## config.mk

```make
export PLATFORM = sky130hd
export DESIGN_NAME = correlate_source
export DESIGN_NICKNAME = d
export VERILOG_FILES = /design/src/rtl/correlate_source.sv
export SDC_FILE = /design/constraint.sdc
export NUM_CORES = 1
export LEC_CHECK = 0
export CAP_MARGIN = 20
export CORE_ASPECT_RATIO = 0.7
export CORE_MARGIN = 3
export CORE_UTILIZATION = 45
export CTS_CLUSTER_SIZE = 14
export DETAILED_ROUTE_END_ITERATION = 10
export GPL_TIMING_DRIVEN = 0
export PLACE_DENSITY = 0.86
export REMOVE_ABC_BUFFERS = 1
export SYNTH_ARGS = -nofsm -noshare
export SYNTH_HDL_FRONTEND = slang
export SYNTH_SLANG_ARGS = --single-unit
```

## constraint.sdc

```tcl
create_clock -name clock -period 3.51 [get_ports clock]
set_clock_uncertainty 0.1 [all_clocks]
set_input_delay 0.351 -clock clock [delete_from_list [all_inputs] [get_ports clock]]
set_output_delay 0.351 -clock clock [all_outputs]
set_load 0.05 [all_outputs]
```

## src/rtl/correlate_source.sv

```systemverilog
// Per-lane correlator feeder: picks one antenna pair per COUNT-beat window and
// emits framed {ai,aq,bi,bq} beats. Optional window tag: CORRELATE_SOURCE_TAG_EN.
module correlate_source #(
  parameter  int WIDTH = 8,
  parameter  int COUNT = 256,
  localparam int ABITS = $clog2(WIDTH)
) (
  input  logic               clock,
  input  logic               reset_n,
  input  logic               enable_i,
  input  logic [ABITS-1:0]   pair_a_i,
  input  logic [ABITS-1:0]   pair_b_i,
  input  logic               s_valid_i,
  output logic               s_ready_o,
  input  logic [2*WIDTH-1:0] s_data_i,
  output logic               valid_o,
  output logic               first_o,
  output logic               last_o,
  output logic               auto_o,
  output logic               ai_o,
  output logic               aq_o,
  output logic               bi_o,
  output logic               bq_o,
  output logic               busy_o
`ifdef CORRELATE_SOURCE_TAG_EN
  ,
  output logic [15:0]        window_o
`endif
);

  localparam int CBITS = $clog2(COUNT) + 1;
  localparam logic [CBITS-1:0] LAST_CNT = CBITS'(COUNT - 1);

  if (WIDTH < 2 || (WIDTH & (WIDTH - 1)) != 0) begin : g_bad_width
    $error("correlate_source: WIDTH must be a power of two >= 2");
  end
  if (COUNT < 1) begin : g_bad_count
    $error("correlate_source: COUNT must be >= 1");
  end

  typedef enum logic {
    S_IDLE,
    S_RUN
  } state_t;

  state_t           r_state;
  logic [ABITS-1:0] r_pair_a;
  logic [ABITS-1:0] r_pair_b;
  logic [CBITS-1:0] r_count;
  logic             r_valid;
  logic             r_first;
  logic             r_last;
  logic             r_auto;
  logic             r_ai;
  logic             r_aq;
  logic             r_bi;
  logic             r_bq;
  logic             r_busy;

  logic             w_accept;
  logic             w_at_last;
  logic [ABITS:0]   w_ai_idx;
  logic [ABITS:0]   w_aq_idx;
  logic [ABITS:0]   w_bi_idx;
  logic [ABITS:0]   w_bq_idx;

  assign s_ready_o = (r_state == S_RUN);
  assign w_accept  = s_valid_i & s_ready_o;
  assign w_at_last = (r_count == LAST_CNT);
  assign w_ai_idx  = {r_pair_a, 1'b1};
  assign w_aq_idx  = {r_pair_a, 1'b0};
  assign w_bi_idx  = {r_pair_b, 1'b1};
  assign w_bq_idx  = {r_pair_b, 1'b0};

  always_ff @(posedge clock or negedge reset_n) begin
    if (!reset_n) begin
      r_state  <= S_IDLE;
      r_pair_a <= '0;
      r_pair_b <= '0;
      r_count  <= '0;
      r_valid  <= 1'b0;
      r_first  <= 1'b0;
      r_last   <= 1'b0;
      r_auto   <= 1'b0;
      r_ai     <= 1'b0;
      r_aq     <= 1'b0;
      r_bi     <= 1'b0;
      r_bq     <= 1'b0;
      r_busy   <= 1'b0;
    end else begin
      r_valid <= w_accept;
      r_first <= w_accept & (r_count == '0);
      r_last  <= w_accept & w_at_last;
      r_auto  <= w_accept & (r_pair_a == r_pair_b);
      r_ai    <= w_accept & s_data_i[w_ai_idx];
      r_aq    <= w_accept & s_data_i[w_aq_idx];
      r_bi    <= w_accept & s_data_i[w_bi_idx];
      r_bq    <= w_accept & s_data_i[w_bq_idx];

      unique case (r_state)
        S_IDLE: begin
          r_busy <= enable_i;
          if (enable_i) begin
            r_pair_a <= pair_a_i;
            r_pair_b <= pair_b_i;
            r_count  <= '0;
            r_state  <= S_RUN;
          end
        end
        S_RUN: begin
          // busy stays up through the cycle that presents the final beat
          r_busy <= 1'b1;
          if (w_accept) begin
            if (w_at_last) begin
              r_count <= '0;
              if (enable_i) begin
                r_pair_a <= pair_a_i;
                r_pair_b <= pair_b_i;
              end else begin
                r_state <= S_IDLE;
              end
            end else begin
              r_count <= r_count + CBITS'(1);
            end
          end
        end
        default: r_state <= S_IDLE;
      endcase
    end
  end

`ifdef CORRELATE_SOURCE_TAG_EN
  logic [15:0] r_window;

  // advance after the last beat has been shown, so the tag spans first..last
  always_ff @(posedge clock or negedge reset_n) begin
    if (!reset_n) begin
      r_window <= '0;
    end else if (r_last) begin
      r_window <= r_window + 16'd1;
    end
  end

  assign window_o = r_window;
`endif

  assign valid_o = r_valid;
  assign first_o = r_first;
  assign last_o  = r_last;
  assign auto_o  = r_auto;
  assign ai_o    = r_ai;
  assign aq_o    = r_aq;
  assign bi_o    = r_bi;
  assign bq_o    = r_bq;
  assign busy_o  = r_busy;

endmodule
```

; Word level (Yosys, flattened, before mapping)
; Cells that the tools add are included.
[classes]
bitwise = 9
eq_ne = 5
n_addsub = 1
order_cmp = 4
muxes = 25
reduce_logical = 3
[op_table]
columns = op, count
row1 = $mux W9, 3
row2 = $lt A4 B5 Y1 const B, 4
row3 = $mux W3, 6
row4 = $pmux W9 S2, 1
row5 = $bmux W1 S3, 4
row6 = $pmux W3 S2, 2
row7 = $add A9 B1 Y9 const B, 1
row8 = $eq A9 B8 Y1 const B, 1
row9 = $logic_not A9 Y1, 1
row10 = $and A1 B1 Y1, 8
row11 = $mux W1, 7
row12 = $ne A2 B1 Y1 const B, 2
row13 = $pmux W1 S2, 2
row14 = $reduce_and A2 Y1, 2
row15 = $eq A3 B3 Y1, 1
row16 = $ne A2 B2 Y1 const B, 1
row17 = $not A1 Y1, 1
[totals]
inputBits = 26
register_bits = 25
out_inout_bits = 10
elab_cells = 60

; Longest topological paths before layout
; Gate-level depths: netlist of the first run.
[logic_depth]
ltp_word = 4
mapped_depth = 5

; Worst setup path before layout of the first run
; No wires, ideal clock.
[synth_path]
path_type = register to register
startpoint = register r_state, in the netlist s_ready_o
endpoint = register r_count[4]
period_less_slack_ns = 1.809
stages_incl_launch_ff = 6
arrival_time_ns = 1.580
setup_slack_ns = 1.701
setup_time_ns = 0.129
cell_sequence = dfrtp_1 buf_2 mux2_2 nand4_1 xor2_1 nor2_1
[synth_between]
elab_chain_len = 3
word_cells_on_any_way = 6
cone_classes = 2 x eq/ne / 1 x mux / 2 x bitwise / 1 x reduce/logical
[synth_lines]
columns = element, line
row1 = start: declaration, 46  ; state_t r_state;
row2 = start signal: assignment, 77  ; r_state <= S_IDLE;
row3 = start signal: assignment, 107  ; r_state <= S_RUN;
row4 = start signal: assignment, 120  ; r_state <= S_IDLE;
row5 = $and A1 B1 Y1 / $not A1 Y1 (equally long branches), -
row6 = $ne A2 B1 Y1 (no line) / $ne A2 B2 Y1 (equally long branches), -
row7 = $reduce_and A2 Y1 (no line), -
row8 = end signal: assignment, 123  ; r_count <= r_count + CBITS'(1);
row9 = end: declaration, 49  ; logic [CBITS-1:0] r_count;
; Several ways; a longest one is shown, not always the timed one.
; A chain may end at the register's enable or synchronous reset.

; Final worst setup path of the first run
[layout_path]
startpoint = register r_state, in the netlist s_ready_o
endpoint = output port s_ready_o
[layout_rtl]
columns = element, line
row1 = end: declaration, 14  ; output logic s_ready_o,
; No word-level cell between the ends.

==> results by group, run 1 <==
STA
  – Slew @ Worst Pin: 0.557 ns
  – Fin crit period: about 2.1 ns
  – Period utilization: 0.611
  – RSZ-0062 raised after global routing: no
  – # setup viols final: 0
  – Relative slew margins: 0.627
  – Final slew viol count: 0
  – Total negative slack: 0 ns
  – Setup WS post-layout: 1.37 ns
  – Final hold viol count: 0
  – Max Clock Freq: 467 MHz

Cells and area
  – Reg with most FFs: r_count
  – Top Registers: r_count (9), r_pair_a (3), r_pair_b (3)
  – Multi-input logic area: about 700 um^2
  – Antenna Cells: 0
  – Nets: 171
  – Max FFs per register: 9
  – Final Non-Filler Cells: 176
  – Area delta synth->final: 32.4%
  – Sequential cell area: around 630 um^2
  – Proportion of layout cells with a drive suffix above 1: 0.169
  – Fillers: 185

Die
  – I/O pin count: 36
  – Die W: about 72 um
  – Area of the die: 3720 um^2
  – Row Count: 15
  – Initial Util: 0.509
  – Core region area: 2670 um^2
  – Die Ht: 52.0 um

CTS
  – CTS hold repair buffers: 0
  – H-tree levels: 1
  – Postcts setup bufs: 0
  – CTS Root Cell: clkbuf_8
  – Clk buf depth: 2
  – Sink Count: 25
  – CTS tree: built
  – Clk_lat worst skew: between 0.2 and 0.3 ns
  – Num CTS Buffers: 3
  – # resized after CTS: 0
  – Worst-path clk slew: roughly 0.080 ns

Power and ir drop
  – Overall Power: 790 uW
  – P_leak: 0.000808 uW
  – Pwr/cell area: 439 nW/um^2
  – Max VDD drop: 0.000285 V

Hold path
  – Hold WC Path Type: input pin to asynchronous set/reset pin

Worst setup path
  – CP required: 3.06 ns
  – Crit path capture type: primary output
  – Crit Path Max Fanout: 9
  – Crit path cell chain: clkdlybuf4s50_1
  – Delay-heaviest family, CP: buffers and inverters
  – Startpoint Class: flop
  – Beginning of the critical path: s_ready_o
  – Slowest CP cell: clkdlybuf4s50_1
  – Slowest stage delay, CP: around 0.87 ns
  – Instance count on the critical path: 1
  – Worst path bufs/invs: 1
  – Reg-to-reg critical path startpoint: r_count[0]
  – CP Data Arrival Time: 1.69 ns
  – Reg2reg path depth: 5
  – Worst Setup Path Type: flop to primary output

GRT
  – Vias in the first global route: 1005
  – Initial antenna violation count: 0
  – Global-route wire length before repair: 4820 um
  – Grt total ovfl: 0
  – Largest net degree at the start of global routing: 26
  – Total GRT Usage: 0.169

Drt
  – Via count: 1008
  – Initial drt markers: 53
  – Final WL: 2930 um
  – Vias per inst: 5.73
  – Average wire per standard cell: 16.6 um
  – DRC viols: 0
  – Final ANT Viol Nets: 0
  – First drt pass iteration count: 4

Outcome
  – Status: finished clean

Placed design
  – IO Port Bufs: 35
  – DP Worst Slack: 1.41 ns
  – HPWL after detailed placement: 2330 um
  – Cell total after placement: 171
  – Gpl congestion: 0.787

Synthesis
  – Cell variety after synth: 33
  – Syn Std Cell Area: 1360 um^2
  – Post-Synthesis Cells: 105
  – Syn Area/Cell: between 10 and 15 um^2
  – Synthesized flop and latch total: 25
  – Yosys warnings: 0
  – Register area share after synthesis: 0.461

Flow run
  – Number of max-cap violations: 0
per-layer routing:
| layer | routed length, um | global-route usage |
|---|---|---|
| met1 | 1290 | 0.236 |
| met2 | 1450 | 0.267 |
| met3 | 153 | 0.0328 |
| met4 | 38 | 0.0531 |
| met5 | 0 | 0 |
cell usage after synthesis, drive strengths merged:
library cell / number / area [um^2]
a21boi: 1 / 7.51
a21o: 1 / 7.51
a21oi: 1 / 5.00
a31oi: 1 / 6.26
and3: 2 / 12.5
buf: 1 / 5.00
clkbuf: 2 / 7.51
dfrtp: 25 / 626
ha: 2 / 25.0
inv: 5 / 18.8
mux2: 7 / 101
mux2i: 5 / 50.1
mux4: 8 / 180
nand2: 6 / 30.0
nand3: 2 / 10.0
nand4: 4 / 40.0
nor2: 9 / 33.8
nor3: 3 / 15.0
nor4: 2 / 12.5
nor4b: 1 / 8.76
o21ai: 3 / 15.0
o22a: 1 / 8.76
o22ai: 1 / 6.26
o311ai: 1 / 16.3
o41ai: 1 / 27.5
or2: 1 / 6.26
or2b: 1 / 7.51
or3: 1 / 6.26
xor2: 7 / 61.3
logic make-up (layout without fill, tap and decap cells):
logic type	Yosys count	count (layout)	share of synthesized area
AOI/OAI and AO/OA	11	11	0.0737
xor gates and xnor gates	7	7	0.0452
adders and majority gates	2	2	0.0184
buffers and inverters	8	45	0.0230
DFF	25	25	0.461
muxes	20	20	0.244
and+or+nand+nor	32	32	0.135
placed cells by master, fill, tap and decap left out, types with 2 or more instances in the layout:
cell type and n:
nand4_1 3, inv_1 5, mux2_4 6, mux4_2 8, nand3_1 2, clkdlybuf4s50_1 35
nor2_1 9, and3_1 2, xor2_1 7, nor3_1 3, nor4_1 2, clkbuf_8 3
mux2i_1 5, nand2_1 5, o21ai_0 2, dfrtp_1 25, ha_1 2
worst register-to-register path, stage by stage, from the launching register on:
cell and delay (ns):
dfrtp_1 0.45, ha_1 0.29, nand4_4 0.16, or3_1 0.41
a21oi_1 0.34, nor2_1 0.11
power by group:
part	internal [uW]	switching (uW)	total [uW]
Sequential	330	61.2	392
Combinational	120	114	234
Clock	80.9	82.8	164
Total	531	258	790
cell type report:
| class | count | area share |
|---|---|---|
| well taps | 34 | 0.0237 |
| clock buffers | 4 | 0.0251 |
| repair buffers | 36 | 0.203 |
| multi-input cells | 72 | 0.390 |
| inverters | 5 | 0.0104 |
| flip-flops and latches | 25 | 0.348 |
metrics by stage:
stage / cell area, um^2 / utilization / hold slack, ns
finish: 1800 / 0.675 / 0.342
global route: 1800 / 0.675 / 0.386
CTS: 1780 / 0.669 / 0.502
detailed placement: 1740 / 0.652 / 0.489
global placement: 1740 / 0.652 / 0.472
floorplan: 1350 / - / -0.0446
final timing paths:
check | end | slack (ns)
min | busy_o | 0.34
max in group asynchronous | aq_o | 2.48
min in group clock | r_count[0] | 0.52
max reg2reg | r_count[3] | 1.52
max | s_ready_o | 1.37
min reg2reg | r_count[0] | 0.52
Power figures use the tool's default switching activity.
==> inputs of run 2 (changes only) <==
--- a/config.mk
+++ b/config.mk
@@ -8,7 +8,7 @@
 export CAP_MARGIN = 20
 export CORE_ASPECT_RATIO = 0.7
 export CORE_MARGIN = 3
-export CORE_UTILIZATION = 45
+export CORE_UTILIZATION = 43
 export CTS_CLUSTER_SIZE = 14
 export DETAILED_ROUTE_END_ITERATION = 10
 export GPL_TIMING_DRIVEN = 0
==> constraint.sdc (replaced) <==
create_clock -name clock -period 1.8 [get_ports clock]
set_clock_uncertainty 0.1 [all_clocks]
set_input_delay 0.18 -clock clock [delete_from_list [all_inputs] [get_ports clock]]
set_output_delay 0.18 -clock clock [all_outputs]
set_load 0.05 [all_outputs]
==> results by group, run 2 (synthesis results as in run 1) <==
Outcome
  – Status: finished clean

STA
  – RSZ-0062 raised after global routing: yes
  – Final slew viol count: 0
  – Fin crit period: between 1.5 and 2 ns
  – Hold Slack: roughly 0.050 ns
  – Total negative slack: 0 ns
  – # setup viols final: 0
  – Max Clock Freq: 560 MHz
  – Period utilization: 0.992
  – Slew @ Worst Pin: 0.506 ns
  – Final hold viol count: 0
  – Relative slew margins: 0.662

Cells and area
  – Most frequent cells in the layout: clkdlybuf4s50_1 (34), dfrtp_1 (23), nor2_1 (9)
  – Layout Utilization: 0.650
  – Antenna Cells: 0
  – Top Registers: r_count (9), r_pair_a (3), r_pair_b (3)
  – Proportion of layout cells with a drive suffix above 1: 0.238
  – Leading cell type in the layout, fill and taps excluded: clkdlybuf4s50_1
  – Final Non-Filler Cells: about 180
  – Fillers: 186
  – Max FFs per register: 9
  – Reg with most FFs: r_count
  – Area delta synth->final: 39.1%
  – Nets: 176

Flow run
  – Number of max-cap violations: 0

Hold path
  – Hold WC Path Type: input pin to asynchronous set/reset pin

Drt
  – Vias per inst: 5.80
  – Initial drt markers: 112
  – Final ANT Viol Nets: 0
  – DRC viols: 0
  – First drt pass iteration count: 4
  – Final WL: 3280 um
  – Via count: between 1000 and 1500
  – Average wire per standard cell: 17.9 um

CTS
  – Clk buf depth: 2
  – Worst-path clk slew: roughly 0.090 ns
  – CTS hold repair buffers: 0
  – CTS Root Cell: clkbuf_8
  – Clk_lat worst skew: 0.27 ns
  – H-tree levels: 1
  – CTS tree: built
  – Num CTS Buffers: 3
  – Sink Count: 25

Power and ir drop
  – Max VDD drop: ~0.00061 V
  – Pwr/cell area: 865 nW/um^2
  – P_leak: 0.000835 uW
  – Overall Power: 1630 uW

Worst setup path
  – Crit Path Max Fanout: 6
  – Startpoint Class: flop
  – Crit path capture type: flop
  – CP Data Arrival Time: 1.84 ns
  – Worst Setup Path Type: flop to flop
  – CP required: about 1.9 ns

Die
  – Initial Util: 0.468
  – Die W: 73.2 um
  – Die Ht: about 53 um
  – Core region area: between 2000 and 3000 um^2
  – I/O pin count: 36
  – Row Count: 16
  – Area of the die: 3880 um^2

GRT
  – Vias in the first global route: 947
  – Initial antenna violation count: 0
  – Largest net degree at the start of global routing: 26
  – Global-route wire length before repair: between 4000 and 5000 um
  – Grt total ovfl: 0
  – Total GRT Usage: 0.165

Placed design
  – IO Port Bufs: 35
  – Gpl congestion: just over 0.8
  – Cell total after placement: roughly 170
  – HPWL after detailed placement: 2260 um
[run 2: final timing paths]
path                            depth (start not counted)   startpoint     endpoint  slack [ns]
worst max-delay path                                    5   r_count[1]  r_pair_b[0]        0.02
worst min-delay path                                    1      reset_n   r_count[7]        0.05
worst max register to register                          5   r_count[1]  r_pair_b[0]        0.02
worst min register to register                          1   r_count[5]   r_count[5]        0.53
max in group asynchronous                               2      reset_n   r_count[0]        1.14
min in group clock                                      2  pair_b_i[2]  r_pair_b[2]        0.42
[run 2: worst max-delay path: stages, from the launching register on]
cell     delay [ns]
dfrtp_1        0.40
ha_4           0.17
nand4_4        0.14
o41ai_4        0.39
nand2_4        0.15
mux2_4         0.32
[run 2: per-stage QoR]
step	area (um^2)	worst slack, ns
3_5_place_dp	1740	-0.169
6_report	1890	0.0151
2_1_floorplan	1350	0.0129
5_1_grt	1890	-0.0376
3_3_place_gp	1740	-0.108
4_1_cts	1830	-0.000940
[run 2: layout make-up]
class / count / area, um^2 / area share
Clock buffer: 3 / 41.3 / 0.0219
Multi-Input combinational cell: 72 / 732 / 0.388
Timing Repair Buffer: 41 / 415 / 0.220
Sequential cell: 25 / 628 / 0.333
Clock inverter: 1 / 7.51 / 0.00398
Inverter: 5 / 18.8 / 0.00994
Tap cell: 36 / 45.0 / 0.0239
[run 2: routing by layer]
metal,part of all wire,global-route usage,vias to the layer above
met5,0,0,-
met1,0.43,0.228,526
met2,0.49,0.273,50
met3,0.060,0.0342,8
li1,-,-,477
met4,0.019,0.0276,0
[run 2: power breakdown]
group,leakage (uW),internal [uW],switching [uW]
clock,0.0000217,157,179
sequential,0.000310,645,126
combinational,0.000504,268,258
total,0.000835,1070,563
[run 2: what timing repair did]
action | in CTS | in global routing
endpoints found under the setup margin | 15 | 12
pin swaps | 3 | 2
gates resized for setup | 4 | 5
hold endpoints to repair | 0 | 0
setup buffers | 4 | 1
==> inputs of run 3 (changes only) <==
--- a/config.mk
+++ b/config.mk
@@ -17,3 +17,4 @@
 export SYNTH_ARGS = -nofsm -noshare
 export SYNTH_HDL_FRONTEND = slang
 export SYNTH_SLANG_ARGS = --single-unit
+export TNS_END_PERCENT = 30
==> results by group, run 3 (synthesis results as in run 1) <==
Die
  – Core region area: 2900 um^2
  – Row Count: 16
  – Die W: approximately 73 um
  – Die Ht: 53.0 um
  – Initial Util: 0.468
  – I/O pin count: 36
  – Area of the die: 3880 um^2

Cells and area
  – Max FFs per register: 9
  – Antenna Cells: 0
  – Most frequent cells in the layout: clkdlybuf4s50_1 (34), dfrtp_1 (23), nor2_1 (9)
  – Nets: 176
  – Fillers: around 190
  – Proportion of layout cells with a drive suffix above 1: 0.231
  – Layout Utilization: 0.645
  – Leading cell type in the layout, fill and taps excluded: clkdlybuf4s50_1
  – Multi-input logic area: 717 um^2
  – Top Registers: r_count (9), r_pair_a (3), r_pair_b (3)
  – Reg with most FFs: r_count
  – Area delta synth->final: 37.9%
  – Sequential cell area: 628 um^2

STA
  – Slew @ Worst Pin: between 0.5 and 0.6 ns
  – # setup viols final: 1
  – RSZ-0062 raised after global routing: yes
  – Period utilization: 1.01
  – Max Clock Freq: ~550 MHz
  – Fin crit period: 1.82 ns
  – Setup WS post-layout: -0.0158 ns
  – Total negative slack: -0.0158 ns
  – Relative slew margins: 0.636
  – Final hold viol count: 0
  – Final slew viol count: 0

CTS
  – CTS Root Cell: clkbuf_8
  – Clk buf depth: 2
  – CTS hold repair buffers: 0
  – Sink Count: 25
  – Num CTS Buffers: 3
  – H-tree levels: 1
  – Clk_lat worst skew: 0.27 ns
  – CTS tree: built
  – Worst-path clk slew: 0.09 ns

Placed design
  – HPWL after detailed placement: 2260 um
  – Gpl congestion: approximately 0.82
  – IO Port Bufs: 35

GRT
  – Initial antenna violation count: 0
  – Global-route wire length before repair: 4730 um
  – Vias in the first global route: about 950
  – Total GRT Usage: 0.165
  – Largest net degree at the start of global routing: 26
  – Grt total ovfl: 0

Worst setup path
  – CP Data Arrival Time: between 1.5 and 2 ns
  – Worst R2R Setup Slack: -0.02 ns
  – Crit path capture type: flop
  – Startpoint Class: flop
  – Crit Path Max Fanout: 6
  – Reg-to-reg critical path startpoint: r_count[2]
  – CP required: 1.86 ns
  – Reg-to-Reg End: r_count[5]
  – Reg2reg path depth: 4
  – Beginning of the critical path: r_count[2]
  – Worst setup endpoint: r_count[5]
  – Worst Setup Path Type: flop to flop

Drt
  – Average wire per standard cell: approximately 18 um
  – Vias per inst: 5.73
  – First drt pass iteration count: 4
  – DRC viols: 0
  – Final WL: 3210 um
  – Initial drt markers: 76
  – Via count: between 1000 and 1500
  – Final ANT Viol Nets: 0

Power and ir drop
  – Max VDD drop: 0.000631 V
  – P_leak: 0.000831 uW
  – Pwr/cell area: 863 nW/um^2

Flow run
  – Number of max-cap violations: 0

Hold path
  – Hold WC Path Type: input pin to asynchronous set/reset pin

Outcome
  – Violated checks: setup timing
  – Status: finished with violations
## run 3: metrics by stage
stage | hold WS [ns] | cell area, um^2 | std cells | setup WS (ns) | power (uW)
detailed placement | 0.476 | 1740 | 173 | -0.169 | 1220
global placement | 0.471 | 1740 | 173 | -0.108 | 1190
CTS | 0.415 | 1830 | 181 | -0.000940 | 1580
finish | 0.0507 | 1870 | 183 | -0.0158 | 1620
global route | 0.0460 | 1870 | 183 | -0.123 | 1690
floorplan | -0.216 | 1350 | 102 | 0.0129 | 1040
## run 3: worst min-delay path by stage
stage / slack [ns] / cells after the start / to
after floorplan: -0.22 / 0 / ai_o
after global placement: 0.47 / 2 / r_count[4]
after detailed placement: 0.48 / 2 / r_count[4]
after CTS: 0.42 / 1 / r_count[7]
after global routing: 0.05 / 1 / r_count[7]
final: 0.05 / 1 / r_count[7]
## run 3: report_power, final
part	internal, uW	total [uW]	switching, uW
clock network	157	337	180
registers	646	767	121
logic	264	511	247
## run 3: layout make-up
| type | instances | area share |
|---|---|---|
| sequential | 25 | 0.336 |
| timing repair buffer | 41 | 0.221 |
| tap | 36 | 0.0241 |
| inverter | 5 | 0.0100 |
| clock buffer | 3 | 0.0221 |
| clock inverter | 1 | 0.00401 |
| multi-input combinational | 72 | 0.383 |
## run 3: repair_timing
| action | CTS | global route |
|---|---|---|
| buffers inserted | 4 | 1 |
| endpoints found under the hold margin | 0 | 0 |
| resized for setup | 4 | 2 |
| setup endpoints to repair | 15 | 12 |
| pin swaps | 3 | 2 |
## run 3: critical path: stages (launching register included)
cell and delay, ns:
dfrtp_1 0.46, nand3_1 0.25, o311ai_2 0.54, o21ai_1 0.15
a21o_1 0.20
## run 3: layer usage
| layer | GRT usage | part of all wire | vias to the layer above |
|---|---|---|---|
| met4 | 0.0276 | 0.011 | 0 |
| met5 | 0 | 0 | - |
| li1 | - | - | 475 |
| met2 | 0.273 | 0.50 | 46 |
| met3 | 0.0342 | 0.077 | 4 |
| met1 | 0.228 | 0.41 | 523 |
==> variant 1, RTL diff (settings of run 3) <==
The parameter `WIDTH` goes from 8 to 16.
--- a/src/rtl/correlate_source.sv
+++ b/src/rtl/correlate_source.sv
@@ -2,5 +2,5 @@
 // emits framed {ai,aq,bi,bq} beats. Optional window tag: CORRELATE_SOURCE_TAG_EN.
 module correlate_source #(
-  parameter  int WIDTH = 8,
+  parameter  int WIDTH = 16,
   parameter  int COUNT = 256,
   localparam int ABITS = $clog2(WIDTH)
Ports: changed (resized pair_a_i, pair_b_i and s_data_i); port bits go from 36 to 54. No check against the original RTL was run, so the function may have changed too.
==> variant 1 against run 3 <==
- cell count up 55%
- critical path type unchanged
- wire length grew 39%
- sequential cell count rose by 2
- clock power down 1%
- worst setup slack improved by 0.081 ns
- power increased by 13%
- cell area grew 32%
- synthesized cell count is 73% higher
- area after synthesis grew 34%
- highest routed layer unchanged
==> variant 1: results (changes against run 3) <==
* Outcome: finished clean
* Fin nets at 279 (+59%)
* Vias/cell at 5.49 (-4.1%)
* Total power at 1.82 mW (+13%)
* Met3 Usage GRT at 4.34% (+0.93 points)
* Mux share of post-synthesis cell area at 24.9% (+0.47 points)
* Hpwl dp at 3.48 mm (+54%)
* Maximum VDD drop at 0.407 mV (-36%)
* Met1 usage at 25.4% (+2.6 points)
* Synth Area in Compound Gates at 10.6% (+3.2 points)
* Multi-input gates at 139 (+93%)
* Largest net degree at the start of global routing at 19 (-27%)
* Logic power comb at 0.631 mW (+23%)
* Met3 WL at 341 µm (+38%)
* Nonclk inv count at 6 (+1)
* Synth Area in Adders at 1.38% (-0.46 points)
* Relative slew slack at 56.3% (-7.3 points)
* Number of global-route vias before repair at 1487 (+57%)
* Grt met2 use at 27.9% (+0.56 points)
* Post-synth top cells: mux2i_1, dfrtp_1, nand2_1, nand3_1
* Fill cells at 342 (+79%)
* Plain + repair buffers at 56 (+37%)
* Share of post-route cells with drive strength above 1 at 12.1% (-11 points)
* Crit path max-delay family: flip-flops
* Global-route wire length before repair at 7.06 mm (+49%)
* Static Leak at 1.05 nW (+27%)
* Fmax at 576 MHz (+4.7%)
* Final Wtd Congestion at 0.942 (+14%)
* Post-Synthesis Cells at 182 (+73%)
* Synth unique cells at 38 (+15%)
* Net Sw Frac at 35.2% (+1.2 points)
* Reg2reg path depth at 5 (+1)
==> variant 1: cell types whose count changed after synthesis, sizes merged, moves of 4 or more <==
cell    before  now
o21ai        3    7
nand3        2   12
mux2i        5   32
a21oi        1    6
a22oi        0    8
xor2         7    2
buf          1    6
nand4b       0    5
mux4         8    0
nor2b        0    4
nand2        6   20
==> variant 1: worst max path at each step <==
| stage | startpoint | endpoint | cells past startpoint |
|---|---|---|---|
| final | r_count[1]$_DFFE_PN0P_ | r_pair_b[1]$_DFFE_PN0P_ | 5 |
| after global routing | r_count[0]$_DFFE_PN0P_ | r_pair_b[2]$_DFFE_PN0P_ | 5 |
| after CTS | s_ready_o$_DFF_PN0_ | r_count[5]$_DFFE_PN0P_ | 5 |
| after detailed placement | s_valid_i | r_count[5]$_DFFE_PN0P_ | 6 |
| after global placement | s_valid_i | r_count[5]$_DFFE_PN0P_ | 6 |
| after floorplan | s_ready_o$_DFF_PN0_ | r_count[5]$_DFFE_PN0P_ | 5 |
==> variant 2, RTL diff (flow settings as in run 3) <==
Made on the original files. One comparison of `r_count` changes from == to >=.
--- a/src/rtl/correlate_source.sv
+++ b/src/rtl/correlate_source.sv
@@ -67,5 +67,5 @@
   assign s_ready_o = (r_state == S_RUN);
   assign w_accept  = s_valid_i & s_ready_o;
-  assign w_at_last = (r_count == LAST_CNT);
+  assign w_at_last = (r_count >= LAST_CNT);
   assign w_ai_idx  = {r_pair_a, 1'b1};
   assign w_aq_idx  = {r_pair_a, 1'b0};
Formal check against the unedited RTL: no difference found for any inputs over 10 cycles, from zero or initial values and one cycle with reset_n low; that may be too few to reach the edited logic, so the function may still have changed.
==> variant 2 against run 3 <==
- the run still ends with setup timing left
- power up 18%
- fmax down 12%
- cell area up 9.1%
- sequential power up 5.9%
- wire length up 44%
- critical endpoint unchanged
- die area up 5.9%
- worst hold slack better by 0.031 ns
- highest routed layer unchanged
- area after synthesis up 6.5%
- clock power up 1%
- sequential cell count unchanged
- worst setup slack worse by 0.25 ns
==> variant 2: results (changes against run 3) <==
* Fin nets at 203 (+15%)
* Setup-failing EPs final at 12 (+11)
* Static Leak at 0.844 nW (+1.5%)
* Failing checks: setup timing
* Final Cell Area at 2040 µm² (+9.1%)
* Reg2reg path depth at 8 (+4)
* CP max FO at 4 (-2)
* First DRT Iteration DRCs at 133 (+75%)
* Maximum VDD drop at 0.593 mV (-6.2%)
* Met1 usage at 30.5% (+7.7 points)
* Least-Margin Pin Slew at 0.500 ns (-0.0455 ns)
* Post-synth top cells: dfrtp_1, nor2_1, nand2_1, mux4_2, inv_1
* DR WL/cell at 22.1 µm (+26%)
* Hold Path Class: in2async
* Via count at 1328 (+27%)
* Share of post-route cells with drive strength above 1 at 31.2% (+8.1 points)
* H-Tree Depth at 1 (unchanged)
* Register area share after synthesis at 43.3% (-2.8 points)
* Outcome: finished, violations left
* Met3 Usage GRT at 8.81% (+5.4 points)
* DRC Markers at 0 (unchanged)
* Crit Reg-Reg Startpoint: r_count[1]$_DFFE_PN0P_
* Top post-synthesis cells by area: dfrtp_1, mux4_2, mux2_4
* CTS root buf: clkbuf_8
* Data arrival time of the worst path at 2.18 ns (+0.30 ns)
* Synth unique cells at 34 (+3.0%)
* Global routing's busiest layer: met2
* Hpwl dp at 2.64 mm (+17%)
* Initial Util at 48.2% (+1.4 points)
* Ys flop type: dfrtp_1
* Post-DP Area at 1800 µm² (+3.6%)
* Initial antenna violation count at 0 (unchanged)
* Port buffer count at 35 (unchanged)
* Clock-pin slew on the worst setup and hold paths at 0.09 ns (about the same)
* Flop-to-flop setup slack at -0.27 ns (-0.25 ns)
* Final setup TNS at -2.28 ns (-2.27 ns)
* Fill cells at 195 (+2.1%)
* GR Util All Layers at 23.3% (+6.8 points)
* Grt met2 use at 35.4% (+8.1 points)
* Largest net degree at the start of global routing at 26 (unchanged)
* Global-route wire length before repair at 6.77 mm (+43%)
* Final Wtd Congestion at 0.876 (+6.4%)
* TritonRoute pass-1 iters at 4 (unchanged)
* Min setup slack post-route at -0.271 ns (-0.255 ns)
-- variant 2: cell count changes in the layout (fill, tap and decap cells not counted), sizes merged, moves of 3 or more --
cell / delta
nand2: +4
xor2: -4
a32o: +3
buf: +9
nor2: +5
o21ai: +4
-- variant 2: timing repair --
item,CTS,global route
gates resized for setup,12,8
setup buffers,8,6
pin swaps,4,2
setup endpoints to repair,18,18
-- variant 2: cell families after synthesis --
kind of cell | after synthesis | share of synthesized area [%]
AND/OR/NAND/NOR | 43 | 15.2
adder cells (fa/ha/maj) | 3 | 2.60
flip-flops | 25 | 43.3
AO/OA/AOI/OAI | 20 | 11.2
buffers and inverters | 13 | 4.50
XOR/XNOR | 3 | 1.82
multiplexers | 18 | 21.5
-- variant 2: how the worst min path moves through the flow --
stage,startpoint,end,slack [ns],depth (start not counted)
after floorplan,reset_n,ai_o$_DFF_PN0_,-0.22,0
after global placement,r_count[8]$_DFFE_PN0P_,r_count[8]$_DFFE_PN0P_,0.41,2
after detailed placement,r_count[8]$_DFFE_PN0P_,r_count[8]$_DFFE_PN0P_,0.44,2
after CTS,pair_b_i[1],r_pair_b[1]$_DFFE_PN0P_,0.42,2
after global routing,reset_n,r_count[6]$_DFFE_PN0P_,0.08,1
final,reset_n,r_count[4]$_DFFE_PN0P_,0.08,1
-- variant 2: final cells by class --
cell class                      count  area (µm²)  share of cell area [%]
Clock inverter                      1        5.00                   0.245
Clock buffer                        3        41.3                    2.02
Inverter                            7        26.3                    1.29
Sequential cell                    25         629                    30.8
Multi-Input combinational cell     87         813                    39.8
Tap cell                           36        45.0                    2.21
Timing Repair Buffer               50         482                    23.6
-- variant 2: metal layers --
| metal | vias up | part of all wire [%] |
|---|---|---|
| li1 | 559 | - |
| met1 | 634 | 39 |
| met2 | 103 | 46 |
| met3 | 32 | 10 |
| met4 | 0 | 5.0 |
| met5 | - | 0 |
-- variant 2: worst max-delay path: stages, from the launching register on --
cell and delay (ns):
dfrtp_1 0.43, ha_4 0.20, nand3_4 0.09, nor2_2 0.04, ha_2 0.20, nor2_4 0.16
o211ai_1 0.16, or4_4 0.52, nand3_2 0.10
-- variant 2: report_power, final --
| group | switching (mW) | internal (mW) |
|---|---|---|
| Combinational | 0.364 | 0.390 |
| Sequential | 0.155 | 0.657 |
| Clock | 0.185 | 0.155 |
-- variant 2: per-stage QoR --
stage	cells	worst slack, ns
3_5_place_dp	190	-0.505
2_1_floorplan	119	-0.290
5_1_grt	209	-0.307
4_1_cts	202	-0.160
3_3_place_gp	190	-0.417
6_report	209	-0.271
